[src/rtl/uart_pkg.sv]
// Shared constants and elaboration-time helpers for the UART baud generator:
// reset divisor rounding, oversample legality and counter widths.
package uart_pkg;

    localparam int OS_MIN = 2;
    localparam int OS_MAX = 64;

    // Divisor in units of 1/2^frac_w clocks, rounded to the nearest unit.
    function automatic longint rst_div(
        input longint clk_hz,
        input longint baud,
        input longint oversample,
        input int     frac_w
    );
        longint num;
        longint den;
        num = clk_hz << frac_w;
        den = baud * oversample;
        return (num + num + den) / (den + den);
    endfunction

    function automatic bit os_legal(input int oversample);
        return (oversample >= OS_MIN) && (oversample <= OS_MAX) &&
               ((oversample & (oversample - 1)) == 0);
    endfunction

    function automatic int os_width(input int oversample);
        return $clog2(oversample);
    endfunction

endpackage

[src/rtl/uart_frac_div.sv]
// Fractional period counter: div_int clocks per period, stretched by one
// clock whenever the phase accumulator carried on the previous tick.
module uart_frac_div
    import uart_pkg::*;
#(
    parameter int DIV_W  = 16,
    parameter int FRAC_W = 4
) (
    input  logic              clk_50m,
    input  logic              rst,
    input  logic              en,
    input  logic              clr,
    input  logic [DIV_W-1:0]  div_int,
    input  logic [FRAC_W-1:0] next_frac,
    output logic              tick
);

    logic [DIV_W-1:0]  cnt;
    logic [DIV_W-1:0]  eff_int;
    logic [DIV_W-1:0]  lim;
    logic [FRAC_W-1:0] acc;
    logic              carry;
    logic [FRAC_W:0]   acc_sum;

    // NOTE: every signal written here gets a value on every path, so no latch is inferred.
    always_comb begin
        eff_int = (div_int == '0) ? DIV_W'(1) : div_int;
        lim     = eff_int - DIV_W'(1) + DIV_W'(carry);
        acc_sum = {1'b0, acc} + {1'b0, next_frac};
        // NOTE: tick is decoded from registered state; the top registers it, so
        // rxclk_en appears in the cycle after the counter wraps.
        tick    = en && !clr && (cnt == lim);
    end

    // The frac added at a wrap belongs to the period that starts there, so a
    // divisor swapped in at the wrap decides its own first stretch.
    always_ff @(posedge clk_50m) begin
        if (rst || clr) begin
            cnt   <= '0;
            acc   <= '0;
            carry <= 1'b0;
        end else if (tick) begin
            cnt   <= '0;
            acc   <= acc_sum[FRAC_W-1:0];
            carry <= acc_sum[FRAC_W];
        end else if (en) begin
            cnt   <= cnt + DIV_W'(1);
        end
    end

endmodule

[src/rtl/uart_baud_gen.sv]
// UART baud tick generator: fractional rx oversample tick, tx bit tick every
// OVERSAMPLE rx ticks, and a shadowed divisor applied only at period wraps.
module uart_baud_gen
    import uart_pkg::*;
#(
    parameter int CLK_HZ     = 50_000_000,
    parameter int BAUD       = 115_200,
    parameter int OVERSAMPLE = 16,
    parameter int DIV_W      = 16,
    parameter int FRAC_W     = 4
) (
    input  logic              clk_50m,
    input  logic              rst,
    input  logic              en,
    input  logic              sync_clr,
    input  logic              div_load,
    input  logic [DIV_W-1:0]  div_int,
    input  logic [FRAC_W-1:0] div_frac,
    output logic              rxclk_en,
    output logic              txclk_en,
    output logic              div_pending
);

    localparam int                OS_W     = os_width(OVERSAMPLE);
    localparam longint            RST_DIV  = rst_div(longint'(CLK_HZ), longint'(BAUD),
                                                     longint'(OVERSAMPLE), FRAC_W);
    localparam logic [DIV_W-1:0]  RST_INT  = DIV_W'(RST_DIV >> FRAC_W);
    localparam logic [FRAC_W-1:0] RST_FRAC = FRAC_W'(RST_DIV);
    localparam logic [OS_W-1:0]   OS_LAST  = OS_W'(OVERSAMPLE - 1);

    if (!os_legal(OVERSAMPLE)) begin : g_bad_oversample
        $error("uart_baud_gen: OVERSAMPLE=%0d must be a power of two in 2..64", OVERSAMPLE);
    end

    logic [DIV_W-1:0]  act_int;
    logic [FRAC_W-1:0] act_frac;
    logic [DIV_W-1:0]  shd_int;
    logic [FRAC_W-1:0] shd_frac;
    logic [DIV_W-1:0]  load_int;
    logic [FRAC_W-1:0] load_frac;
    logic [FRAC_W-1:0] next_frac;
    logic              pending;
    logic              have_new;
    logic              apply_now;
    logic              raw_tick;
    logic [OS_W-1:0]   os_cnt;

    // A load arriving on the wrap cycle itself is treated as already pending.
    always_comb begin
        load_int  = div_load ? div_int  : shd_int;
        load_frac = div_load ? div_frac : shd_frac;
        have_new  = div_load || pending;
        next_frac = have_new ? load_frac : act_frac;
        apply_now = (sync_clr && div_load) || (raw_tick && have_new);
    end

    uart_frac_div #(
        .DIV_W  (DIV_W),
        .FRAC_W (FRAC_W)
    ) u_frac_div (
        .clk_50m   (clk_50m),
        .rst       (rst),
        .en        (en),
        .clr       (sync_clr),
        .div_int   (act_int),
        .next_frac (next_frac),
        .tick      (raw_tick)
    );

    // NOTE: non-blocking assignments throughout, so every register samples pre-edge values.
    always_ff @(posedge clk_50m) begin
        if (rst) begin
            act_int  <= RST_INT;
            act_frac <= RST_FRAC;
            shd_int  <= RST_INT;
            shd_frac <= RST_FRAC;
            pending  <= 1'b0;
            os_cnt   <= '0;
            rxclk_en <= 1'b0;
            txclk_en <= 1'b0;
        end else begin
            rxclk_en <= raw_tick;
            txclk_en <= raw_tick && (os_cnt == OS_LAST);

            if (sync_clr) begin
                os_cnt <= '0;
            end else if (raw_tick) begin
                os_cnt <= os_cnt + OS_W'(1);
            end

            if (div_load) begin
                shd_int  <= div_int;
                shd_frac <= div_frac;
            end

            if (apply_now) begin
                act_int  <= load_int;
                act_frac <= load_frac;
                pending  <= 1'b0;
            end else if (div_load) begin
                pending  <= 1'b1;
            end
        end
    end

    assign div_pending = pending;

endmodule
[config.mk]
export PLATFORM = sky130hd
export DESIGN_NAME = uart_baud_gen
export DESIGN_NICKNAME = d
export VERILOG_FILES = /design/src/rtl/uart_pkg.sv /design/src/rtl/uart_frac_div.sv /design/src/rtl/uart_baud_gen.sv
export SDC_FILE = /design/constraint.sdc
export NUM_CORES = 1
export LEC_CHECK = 0
export BUFFER_PORTS_ARGS = -buffer_cell sky130_fd_sc_hd__buf_2
export CORE_MARGIN = 2
export CORE_UTILIZATION = 45
export DETAILED_ROUTE_END_ITERATION = 16
export GPL_TIMING_DRIVEN = 1
export PLACE_DENSITY = 0.71
export SLEW_MARGIN = 30
export SYNTH_ARGS = -nofsm -noshare
export SYNTH_HDL_FRONTEND = slang
export SYNTH_SLANG_ARGS = --single-unit
[constraint.sdc]
create_clock -name clk_50m -period 4.2 [get_ports clk_50m]
set_clock_uncertainty 0.2 [all_clocks]
set_input_delay 0.42 -clock clk_50m [delete_from_list [all_inputs] [get_ports clk_50m]]
set_output_delay 0.42 -clock clk_50m [all_outputs]
set_load 0.02 [all_outputs]
==> results of run 1 <==
-- worst register-to-register path, delay by kind of cell, from the launching register on --
| kind | cells | cell delay (ns) |
|---|---|---|
| and+or+nand+nor | 4 | 1.07 |
| muxes | 3 | 0.80 |
| AOI/OAI and AO/OA | 4 | 0.62 |
| buffers and inverters | 1 | 0.27 |
| adders and majority gates | 2 | 0.46 |
| DFF | 1 | 0.38 |
-- where the power goes --
part	switching (W)	total [W]	internal (W)	leakage, nW
logic	0.0000679	0.000135	0.0000666	1.02
clock network	0.000284	0.000566	0.000282	0.0944
registers	0.0000202	0.000686	0.000666	0.555
total	0.000372	0.00139	0.00101	1.67
-- logic make-up (layout without fill, tap and decap cells) --
kind of cell    count (synthesis)  in the layout
simple gates                  143            143
flops                          68             68
mux                            45             45
xor+xnor                       40             40
compound gates                 38             38
buf+inv                        29             57
fa+ha+maj                       9              9
-- area by class of cell --
class	count	area share, %
Sequential cell	68	34.0
Inverter	10	0.938
Multi-Input combinational cell	275	52.6
Clock buffer	9	3.10
Timing Repair Buffer	31	4.13
Tap cell	102	3.19
Clock inverter	7	2.03
-- state kept, by name, indices dropped and copies added, names as in the netlist --
name              cells
txclk_en              1
shd_frac              4
u_frac_div.acc        4
div_pending           1
u_frac_div.carry      1
u_frac_div.cnt       16
rxclk_en              1
os_cnt                4
act_int              16
shd_int              16
act_frac              4
-- routing by layer --
layer | routed length, µm | part of all wire, % | GRT usage [%]
met1 | 3490 | 49 | 24.3
met2 | 3110 | 44 | 26.8
met3 | 272 | 3.9 | 4.43
met4 | 185 | 2.6 | 7.61
met5 | 0 | 0 | 0
-- worst min-delay path by stage --
stage	end	slack, ns	cells after the start	startpoint
2_1_floorplan	txclk_en$_SDFF_PP0_	0.24	2	os_cnt[2]$_SDFFE_PP0P_
3_3_place_gp	txclk_en$_SDFF_PP0_	0.27	2	os_cnt[2]$_SDFFE_PP0P_
3_5_place_dp	txclk_en$_SDFF_PP0_	0.27	2	os_cnt[2]$_SDFFE_PP0P_
4_1_cts	shd_int[1]$_SDFF_PP1_	0.08	2	div_int[1]
5_1_grt	shd_int[4]$_SDFF_PP1_	0.09	2	div_int[4]
6_report	shd_int[0]$_SDFF_PP1_	0.1	2	div_int[0]
-- placed cells by master (no fill, tap or decap), types with 2 or more instances in the layout --
cell	netlist	routed
o21ai_0	6	6
nor4_1	3	3
nor3_2	2	2
buf_2	1	27
nor3_1	3	3
and3_1	5	5
nor2_1	47	47
nand3_1	9	9
nand2_1	22	22
nand3b_1	3	3
a21o_1	4	4
a211o_1	4	4
nand4_1	7	7
dfxtp_1	68	68
mux2i_1	24	24
a21oi_2	2	2
xnor2_1	21	21
mux2_4	20	20
xor2_1	19	19
buf_4	3	4
a21oi_1	8	8
ha_1	8	8
clkinvlp_4	0	3
nor2b_1	21	21
or2_2	6	6
clkbuf_8	0	9
inv_6	0	2
a211oi_1	2	2
inv_1	10	10
-- stage by stage --
step | instances | setup slack [ns]
6_report | 502 | 0.275
5_1_grt | 502 | 0.0255
4_1_cts | 502 | 0.243
3_5_place_dp | 486 | 0.254
3_3_place_gp | 486 | 0.366
2_1_floorplan | 372 | 0.645
==> flow_summary_export.csv, run 1 <==
group,metric,value,unit
yosys,ys_seq_area_share,37.7,%
worst_setup_path,reg2reg_to,"act_int[3]$_SDFFE_PP1P_",
timing,tns,0,ns
cells_and_area,multi_input_area,0.00210,mm²
die,std_cell_rows,32,
cells_and_area,diodes,0,
yosys,postSynth.asyncResetShare,0,%
timing,fin_crit_sh,93.4,%
placement,portBuffers,27,
clock_network,cts_setup_buffers,0,
power,finalPower,0.00139,W
yosys,ys_seq_elements,68,
clock_network,cts_repair_resize_count,0,
timing,drv_slew,0,
clock_network,root_buffer,"clkbuf_8",
yosys,synth_top_flop_cell,"dfxtp_1",
yosys,synth_largest_area_cell,"dfxtp_1",
yosys,synth.avg_cell_area,9.71,µm²
routing,postRouteAntennaNets,0,
power,vdd_drop_max,0.000274,V
yosys,synth_cell_types,58,
cells_and_area,seq_area,0.00136,mm²
yosys,synth_xor_xnor_area_share,9.70,%
worst_setup_path,worstSetupStartpointType,"flip-flop",
worst_setup_path,slowest_stage,"dfxtp_1",
yosys,muxShareOfSynthArea,15.3,%
clock_network,cts_tree,"yes",
clock_network,hold_buffers,0,
timing,hold_violations,0,
worst_setup_path,r2r_setup_slack,0.28,ns
timing,max_freq,0.255,GHz
worst_setup_path,cp_max_fo,20,
cells_and_area,fillers,734,
clock_network,htreeDepth,3,
global_route,grt_pass1_wl,12200,µm
clock_network,numCtsBuffers,9,
timing,worst_pin_slew,0.725,ns
worst_setup_path,cp.arrival,3.98,ns
yosys,synth_top_family_by_area,"simple AND/OR/NAND/NOR gates",
worst_setup_path,cpLargestDelayFamily,"simple AND/OR/NAND/NOR gates",
outcome,status,"finished clean",
routing,via_per_inst,5.19,
routing,dr.pass1.iters,4,
cells_and_area,final_area,0.00400,mm²
timing,setup_viol,0,
yosys,synthTopCellsByCount,"dfxtp_1 (68), nor2_1 (47), mux2i_1 (24)",
power,powerDensity,347,mW/mm²
yosys,synth-compound-area-share,7.97,%
clock_network,clock-sinks,68,
yosys,synthSimpleGateAreaFrac,21.8,%
global_route,antenna_found_initial,0,
routing,drc_errors,0,
die,ios,28,
hold_path,min_path_type,"in2reg",
yosys,synthesis.nets,406,
clock_network,clock_latency,0.36,ns
worst_setup_path,slowest_delay,0.38,ns
timing,whs,0.0967,ns
cells_and_area,finalNetCount,429,
yosys,syn_inst,372,
worst_setup_path,crit_required,4.25,ns
clock_network,clk_path_buf_depth,2,
worst_setup_path,critical_path.endpoint,"act_int[3]$_SDFFE_PP1P_",
job,drv_cap,0,
worst_setup_path,path_buf_inv,1,
routing,num_vias,2607,
yosys,yosysMostFrequentCell,"dfxtp_1",
global_route,grtUsageTotal,17.8,%
die,die_area,0.00876,mm²
worst_setup_path,crit_start,"act_int[7]$_SDFFE_PP0P_",
cells_and_area,final_util,51.5,%
power,leakage,1.67,nW
worst_setup_path,critPathKind,"reg2reg",
yosys,netlist_top_cells_area,"dfxtp_1 (38%), mux2_4 (8.3%), mux2i_1 (6.7%)",
die,start_util,46.5,%
worst_setup_path,r2r-start,"act_int[7]$_SDFFE_PP0P_",
worst_setup_path,cp-end-kind,"flip-flop",
yosys,synth_area,0.00361,mm²
worst_setup_path,crit_chain,"nor4_4 > and3_2 > a31oi_1 > ha_1 > ha_1 > nor3b_4 > and4b_4 > mux2_1 > mux2i_1 > a21oi_2 > a2111oi_4 > a21oi_2 > buf_4 > mux2_4",
timing,period_needed,3.92,ns
cells_and_area,area_growth,10.8,%
routing,wire_per_inst,14.1,µm
worst_setup_path,reg2reg_depth,14,
timing,rsz0062_at_grt,"no",
clock_network,clk_pin_slew_worst_paths,0.08,ns
global_route,grt_pass1_vias,2551,
die,core-area,0.00777,mm²
yosys,synth_edf_count,0,
yosys,synth_top_area_share,37.7,%
routing,wl,7060,µm
yosys,synthAdderAreaFrac,3.33,%
worst_setup_path,cp_num_cells,14,
routing,drtIter0Drc,170,
die,chipHeight,93.6,µm
cells_and_area,layout-drive-gt1-share,21.5,%
placement,place_area,0.00379,mm²
yosys,yosysWarnings,0,
global_route,grt_overflow,0,
placement,place_congestion,0.991,
die,die_w,93.6,µm
timing,slew_headroom,51.6,%
global_route,grt_max_degree,45,
placement,dp_hpwl,5130,µm
Power figures use the tool's default switching activity.
==> run 2: changes to the inputs <==
--- a/config.mk
+++ b/config.mk
@@ -5,11 +5,13 @@
 export SDC_FILE = /design/constraint.sdc
 export NUM_CORES = 1
 export LEC_CHECK = 0
+export ABC_AREA = 1
 export BUFFER_PORTS_ARGS = -buffer_cell sky130_fd_sc_hd__buf_2
 export CORE_MARGIN = 2
 export CORE_UTILIZATION = 45
 export DETAILED_ROUTE_END_ITERATION = 16
 export GPL_TIMING_DRIVEN = 1
+export MAX_ROUTING_LAYER = met4
 export PLACE_DENSITY = 0.71
 export SLEW_MARGIN = 30
 export SYNTH_ARGS = -nofsm -noshare
==> run 2 against run 1 <==
Final cell count grew 28%; utilization down 0.066 points; design area down 1.2%; critical path type unchanged; critical endpoint is now act_int[4]$_SDFFE_PP1P_.
==> flow_summary_export.csv, run 2 <==
group,metric,value,unit
worst_setup_path,crit_required,4.21,ns
yosys,ys_seq_area_share,38.2,%
yosys,postSynth.asyncResetShare,0,%
yosys,syn_inst,509,
cells_and_area,layout-drive-gt1-share,11.5,%
power,clkPwrFrac,39.0,%
worst_setup_path,cpLargestDelayFamily,"simple AND/OR/NAND/NOR gates",
clock_network,numCtsBuffers,9,
cells_and_area,diodes,0,
timing,worst_pin_slew,0.724,ns
routing,drc_errors,0,
hold_path,min_path_type,"in2reg",
yosys,synth.avg_cell_area,7.00,µm²
global_route,antenna_found_initial,0,
timing,max_freq,0.278,GHz
placement,dp_hpwl,5850,µm
yosys,synth_cell_types,35,
timing,period_needed,3.59,ns
clock_network,htreeDepth,3,
routing,wl,7730,µm
cells_and_area,area_growth,11.0,%
routing,dr.pass1.iters,5,
routing,postRouteAntennaNets,0,
die,core-area,0.00769,mm²
routing,num_vias,3180,
placement,portBuffers,27,
worst_setup_path,cp_max_fo,14,
yosys,synth_area,0.00356,mm²
placement,place_area,0.00376,mm²
timing,hold_violations,0,
power,powerDensity,352,mW/mm²
yosys,ys_seq_elements,68,
timing,rsz0062_at_grt,"no",
timing,fin_crit_sh,85.6,%
worst_setup_path,slowest_stage,"dfxtp_1",
timing,drv_slew,0,
clock_network,cts_repair_resize_count,0,
yosys,synthTopCellsByCount,"nand2_1 (118), nor2_1 (97), dfxtp_1 (68)",
yosys,synth_edf_count,0,
die,ios,28,
timing,tns,0,ns
yosys,netlist_top_cells_area,"dfxtp_1 (38%), nand2_1 (12%), nor2_1 (10%)",
power,leakage,1.79,nW
power,internal_power,0.00101,W
routing,via_per_inst,4.96,
job,drv_cap,0,
global_route,grtUsageTotal,20.3,%
global_route,grt_overflow,0,
worst_setup_path,crit_chain,"nor2_2 > nand2_1 > nor2_1 > a41oi_1 > ha_1 > ha_1 > xor2_1 > nand2_1 > nor2_1 > nand3_1 > a21oi_1 > nand3_1 > nor2_1 > nand2_1 > nand2_2 > nand2_1 > nand2_1 > nand3_1",
die,start_util,46.3,%
worst_setup_path,cp.arrival,3.60,ns
die,std_cell_rows,32,
yosys,synth_largest_area_cell,"dfxtp_1",
cells_and_area,top_regs,"act_int: 16 flops, shd_int: 16 flops, u_frac_div.cnt: 16 flops",
power,swShare,27.8,%
cells_and_area,finalNetCount,568,
yosys,synth_top_area_share,38.2,%
timing,setup_viol,0,
clock_network,cts_setup_buffers,0,
placement,place_congestion,0.954,
global_route,grt_pass1_wl,13700,µm
worst_setup_path,path_buf_inv,0,
routing,drtIter0Drc,255,
worst_setup_path,cp-end-kind,"flip-flop",
clock_network,clock_latency,0.35,ns
power,vdd_drop_max,0.000214,V
global_route,grt_pass1_vias,3070,
timing,slew_headroom,51.7,%
cells_and_area,final_cell_mix,"nand2_1 (118), nor2_1 (97), dfxtp_1 (68)",
worst_setup_path,worstSetupStartpointType,"flip-flop",
clock_network,root_buffer,"clkbuf_8",
yosys,synthesis.nets,543,
cells_and_area,fillers,772,
clock_network,cts_tree,"yes",
worst_setup_path,cp_common_cell,"nand2_1",
cells_and_area,final_common_cell,"nand2_1",
yosys,yosysMostFrequentCell,"nand2_1",
power,comb_power_share,11.6,%
power,power_switching,0.000388,W
yosys,yosysWarnings,0,
yosys,synth_top_flop_cell,"dfxtp_1",
clock_network,hold_buffers,0,
worst_setup_path,slowest_delay,0.36,ns
outcome,status,"finished clean",
power,finalPower,0.00139,W
worst_setup_path,critPathKind,"reg2reg",
die,die_w,93.0,µm
clock_network,clock-sinks,68,
power,power_frac_seq,49.4,%
die,chipHeight,93.0,µm
global_route,grt_max_degree,25,
routing,wire_per_inst,12.1,µm
die,die_area,0.00864,mm²
cells_and_area,final_area,0.00396,mm²
clock_network,clk_pin_slew_worst_paths,0.08,ns
clock_network,clk_path_buf_depth,2,
==> run 2: cell types whose count changed in the layout (fill, tap and decap cells not counted), moves of 7 or more <==
cell     before  now
mux2i_1      24   15
nor3_1        3   10
mux2_4       20    0
nor2_1       47   97
xnor2_1      21    9
nand2_1      22  118
inv_1        10   42
nor2b_1      21    0
nand3_1       9   52
==> run 2: logic make-up after synthesis <==
family / share of synthesized area, %
compound gates: 4.67
flops: 38.2
fa+ha+maj: 3.37
buf+inv: 6.67
xor+xnor: 5.90
simple gates: 37.0
mux: 4.21
==> run 2: area by class of cell <==
cell class | count | area, µm² | area share [%]
inverter | 45 | 169 | 4.27
tap | 102 | 128 | 3.23
clock buffer | 9 | 124 | 3.13
multi-input combinational | 383 | 1960 | 49.6
sequential | 68 | 1360 | 34.4
timing repair buffer | 27 | 135 | 3.42
clock inverter | 7 | 75.1 | 1.90
==> run 2: power by group through the flow <==
stage               Clock (W)  Sequential, W  Combinational [W]
finish               0.000543       0.000689           0.000162
global route         0.000579       0.000693           0.000185
CTS                  0.000552       0.000689           0.000162
detailed placement          0       0.000704           0.000160
global placement            0       0.000702           0.000158
floorplan                   0       0.000699           0.000124
==> run 2: worst paths after layout <==
check,slack [ns],startpoint,cells after the start,endpoint
max,0.61,act_int[8]$_SDFFE_PP0P_,18,act_int[4]$_SDFFE_PP1P_
min,0.11,div_int[0],3,shd_int[0]$_SDFF_PP1_
max reg2reg,0.61,act_int[8]$_SDFFE_PP0P_,18,act_int[4]$_SDFFE_PP1P_
min reg2reg,0.27,shd_int[4]$_SDFF_PP1_,2,shd_int[4]$_SDFF_PP1_
==> run 2: worst register-to-register path: stages (launching register included) <==
cell,delay [ns]
dfxtp_1,0.36
nor2_2,0.18
nand2_1,0.09
nor2_1,0.19
a41oi_1,0.15
ha_1,0.24
ha_1,0.31
xor2_1,0.20
nand2_1,0.07
nor2_1,0.09
nand3_1,0.11
a21oi_1,0.14
nand3_1,0.09
nor2_1,0.11
nand2_1,0.27
nand2_2,0.33
nand2_1,0.16
nand2_1,0.09
nand3_1,0.06
==> run 2: through the flow <==
step | instances | hold slack (ns) | util [%] | worst slack (ns)
3_5_place_dp | 625 | 0.238 | 48.9 | 0.641
6_report | 641 | 0.105 | 51.4 | 0.607
2_1_floorplan | 509 | 0.224 | - | 1.40
4_1_cts | 641 | 0.0880 | 51.4 | 0.612
5_1_grt | 641 | 0.100 | 51.4 | 0.248
3_3_place_gp | 625 | 0.234 | 48.9 | 0.689
==> run 2: metal layers <==
metal,global-route usage (%),wire length (µm),up-vias
li1,-,-,1675
met1,25.7,3780,1414
met2,32.4,3500,78
met3,3.38,297,13
met4,8.46,148,0
met5,-,0,-
==> run 3: changes to the inputs <==
--- a/config.mk
+++ b/config.mk
@@ -7,12 +7,14 @@
 export LEC_CHECK = 0
 export ABC_AREA = 1
 export BUFFER_PORTS_ARGS = -buffer_cell sky130_fd_sc_hd__buf_2
+export CELL_PAD_IN_SITES_DETAIL_PLACEMENT = 1
+export CELL_PAD_IN_SITES_GLOBAL_PLACEMENT = 1
 export CORE_MARGIN = 2
-export CORE_UTILIZATION = 45
+export CORE_UTILIZATION = 43
 export DETAILED_ROUTE_END_ITERATION = 16
 export GPL_TIMING_DRIVEN = 1
 export MAX_ROUTING_LAYER = met4
-export PLACE_DENSITY = 0.71
+export PLACE_DENSITY = 0.87
 export SLEW_MARGIN = 30
 export SYNTH_ARGS = -nofsm -noshare
 export SYNTH_HDL_FRONTEND = slang
==> run 3 against run 2 <==
Sequential cell count did not move; register-to-register slack got worse by 0.07 ns; die area rose by 4.4%; final cell count rose by 0.47%; combinational power rose by 4%; worst hold slack improved by 0.0024 ns; setup slack got worse by 0.074 ns; wire length rose by 22%; via count rose by 2.6%; total power rose by 8.9%; largest power group unchanged; critical endpoint is now u_frac_div.cnt[13]$_SDFFE_PP0P_.
==> flow_summary_export.csv, run 3 (synthesis gave the netlist of run 2 again) <==
group,metric,value,unit
worst_setup_path,cp_common_cell,"nor2_1",
die,core-area,0.00813,mm²
cells_and_area,finalNetCount,569,
timing,slew_headroom,50.4,%
cells_and_area,final_cell_mix,"nand2_1 (118), nor2_1 (97), dfxtp_1 (68)",
cells_and_area,layout.cells.non_filler,644,
outcome,status,"finished clean",
clock_network,htreeDepth,3,
die,die_w,95.0,µm
worst_setup_path,critPathKind,"reg2reg",
worst_setup_path,r2r_setup_slack,0.53,ns
routing,num_vias,3262,
clock_network,cts_repair_resize_count,0,
clock_network,root_buffer,"clkbuf_8",
clock_network,clock_latency,0.35,ns
global_route,grt_max_degree,25,
timing,rsz0062_at_grt,"no",
timing,max_freq,0.273,GHz
placement,place_congestion,0.908,
timing,setup_ws,0.533,ns
power,leakage,1.80,nW
power,powerDensity,379,mW/mm²
worst_setup_path,reg2reg_to,"u_frac_div.cnt[13]$_SDFFE_PP0P_",
timing,period_needed,3.67,ns
worst_setup_path,cp.arrival,3.72,ns
hold_path,min_path_cells,3,
routing,via_per_inst,5.07,
die,die_area,0.00903,mm²
timing,setup_viol,0,
cells_and_area,diodes,0,
worst_setup_path,cp_max_fo,16,
placement,place_area,0.00377,mm²
placement,dp_hpwl,7250,µm
routing,drc_errors,0,
worst_setup_path,cp-end-kind,"flip-flop",
job,drv_cap,0,
clock_network,hold_buffers,0,
routing,postRouteAntennaNets,0,
global_route,grtUsageTotal,23.6,%
worst_setup_path,worstSetupStartpointType,"flip-flop",
clock_network,clock-sinks,68,
die,ios,28,
worst_setup_path,crit_required,4.25,ns
global_route,antenna_found_initial,0,
cells_and_area,top_regs,"act_int: 16 flops, shd_int: 16 flops, u_frac_div.cnt: 16 flops",
worst_setup_path,r2r-start,"act_int[5]$_SDFFE_PP0P_",
worst_setup_path,crit_chain,"nor2_1 > nand2_2 > nor2_1 > a41oi_1 > ha_1 > ha_1 > inv_1 > nor2_1 > nand3_1 > nand2_1 > nand3_1 > nand2_1 > nor2_1 > nand3_1 > nor2_1 > nand2_1 > buf_4 > nand2_1 > nor3b_1",
power,vdd_drop_max,0.000218,V
hold_path,hp-start,"div_int[3]",
clock_network,cts_setup_buffers,0,
hold_path,min_to,"shd_int[3]$_SDFF_PP1_",
routing,dr.pass1.iters,4,
timing,drv_slew,0,
timing,worst_pin_slew,0.743,ns
global_route,grt_pass1_vias,3476,
cells_and_area,layout-drive-gt1-share,11.5,%
clock_network,clk_path_buf_depth,2,
die,chipHeight,95.0,µm
global_route,grt_overflow,0,
global_route,grt_pass1_wl,16100,µm
routing,drtIter0Drc,121,
routing,wl,9420,µm
worst_setup_path,path_buf_inv,2,
clock_network,clk_pin_slew_worst_paths,0.07,ns
cells_and_area,final_common_cell,"nand2_1",
worst_setup_path,slowest_stage,"dfxtp_1",
routing,wire_per_inst,14.6,µm
cells_and_area,area_growth,12.4,%
hold_path,min_path_type,"in2reg",
placement,place_ws,0.575,ns
cells_and_area,final_area,0.00401,mm²
clock_network,cts_tree,"yes",
worst_setup_path,cpLargestDelayFamily,"simple AND/OR/NAND/NOR gates",
timing,fin_crit_sh,87.3,%
placement,portBuffers,27,
worst_setup_path,slowest_delay,0.45,ns
timing,tns,0,ns
clock_network,numCtsBuffers,9,
die,start_util,43.8,%
worst_setup_path,reg2reg_depth,19,
placement,place_inst,629,
timing,hold_violations,0,
die,std_cell_rows,33,
==> run 3: changes by cell type in the layout (fill, tap and decap cells not counted) <==
cell,delta
inv_6,-1
clkinv_4,-2
buf_4,+1
clkinvlp_4,+2
bufinv_16,+2
clkinv_2,-2
==> run 3: worst register-to-register path, stage by stage (launching register included) <==
cell	delay, ns
dfxtp_1	0.45
nor2_1	0.10
nand2_2	0.13
nor2_1	0.08
a41oi_1	0.23
ha_1	0.24
ha_1	0.23
inv_1	0.09
nor2_1	0.24
nand3_1	0.18
nand2_1	0.12
nand3_1	0.11
nand2_1	0.09
nor2_1	0.04
nand3_1	0.07
nor2_1	0.04
nand2_1	0.05
buf_4	0.19
nand2_1	0.36
nor3b_1	0.33
==> run 3: area by class of cell <==
type                       count  area, µm²
clock buffer                   9        124
clock inverter                 6        114
fill                        1054       4130
inverter                      45        169
multi-input combinational    383       1960
sequential                    68       1360
tap                          105        131
timing repair buffer          28        143
==> run 3: where the power goes <==
group / switching, W / internal [W] / total [W]
clock: 0.000266 / 0.000392 / 0.000658
combinational: 0.000110 / 0.0000592 / 0.000169
sequential: 0.0000206 / 0.000670 / 0.000690
total: 0.000397 / 0.00112 / 0.00152
==> run 3: routing by layer <==
layer	vias up	global-route usage, %	wire (µm)
met2	45	38.3	4370
met4	0	8.70	147
met1	1533	30.0	4610
li1	1668	-	-
met3	16	3.48	288
met5	-	-	0
==> run 3: per-stage QoR <==
stage          hold slack [ns]  utilization, %  power, W
2_1_floorplan            0.224               -  0.000823
3_3_place_gp             0.234            46.3  0.000864
3_5_place_dp             0.247            46.3  0.000873
4_1_cts                  0.103            49.2   0.00153
5_1_grt                  0.130            49.2   0.00158
6_report                 0.108            49.2   0.00152
==> run 3: how the worst max path moves through the flow <==
stage | from | endpoint | slack [ns] | cells after the start
2_1_floorplan | act_int[4]$_SDFFE_PP1P_ | act_int[13]$_SDFFE_PP0P_ | 1.40 | 19
3_3_place_gp | act_int[8]$_SDFFE_PP0P_ | act_int[1]$_SDFFE_PP1P_ | 0.70 | 19
3_5_place_dp | act_int[5]$_SDFFE_PP0P_ | u_frac_div.cnt[13]$_SDFFE_PP0P_ | 0.57 | 19
4_1_cts | act_int[5]$_SDFFE_PP0P_ | u_frac_div.cnt[13]$_SDFFE_PP0P_ | 0.55 | 19
5_1_grt | act_int[4]$_SDFFE_PP1P_ | act_int[4]$_SDFFE_PP1P_ | 0.21 | 19
6_report | act_int[5]$_SDFFE_PP0P_ | u_frac_div.cnt[13]$_SDFFE_PP0P_ | 0.53 | 19
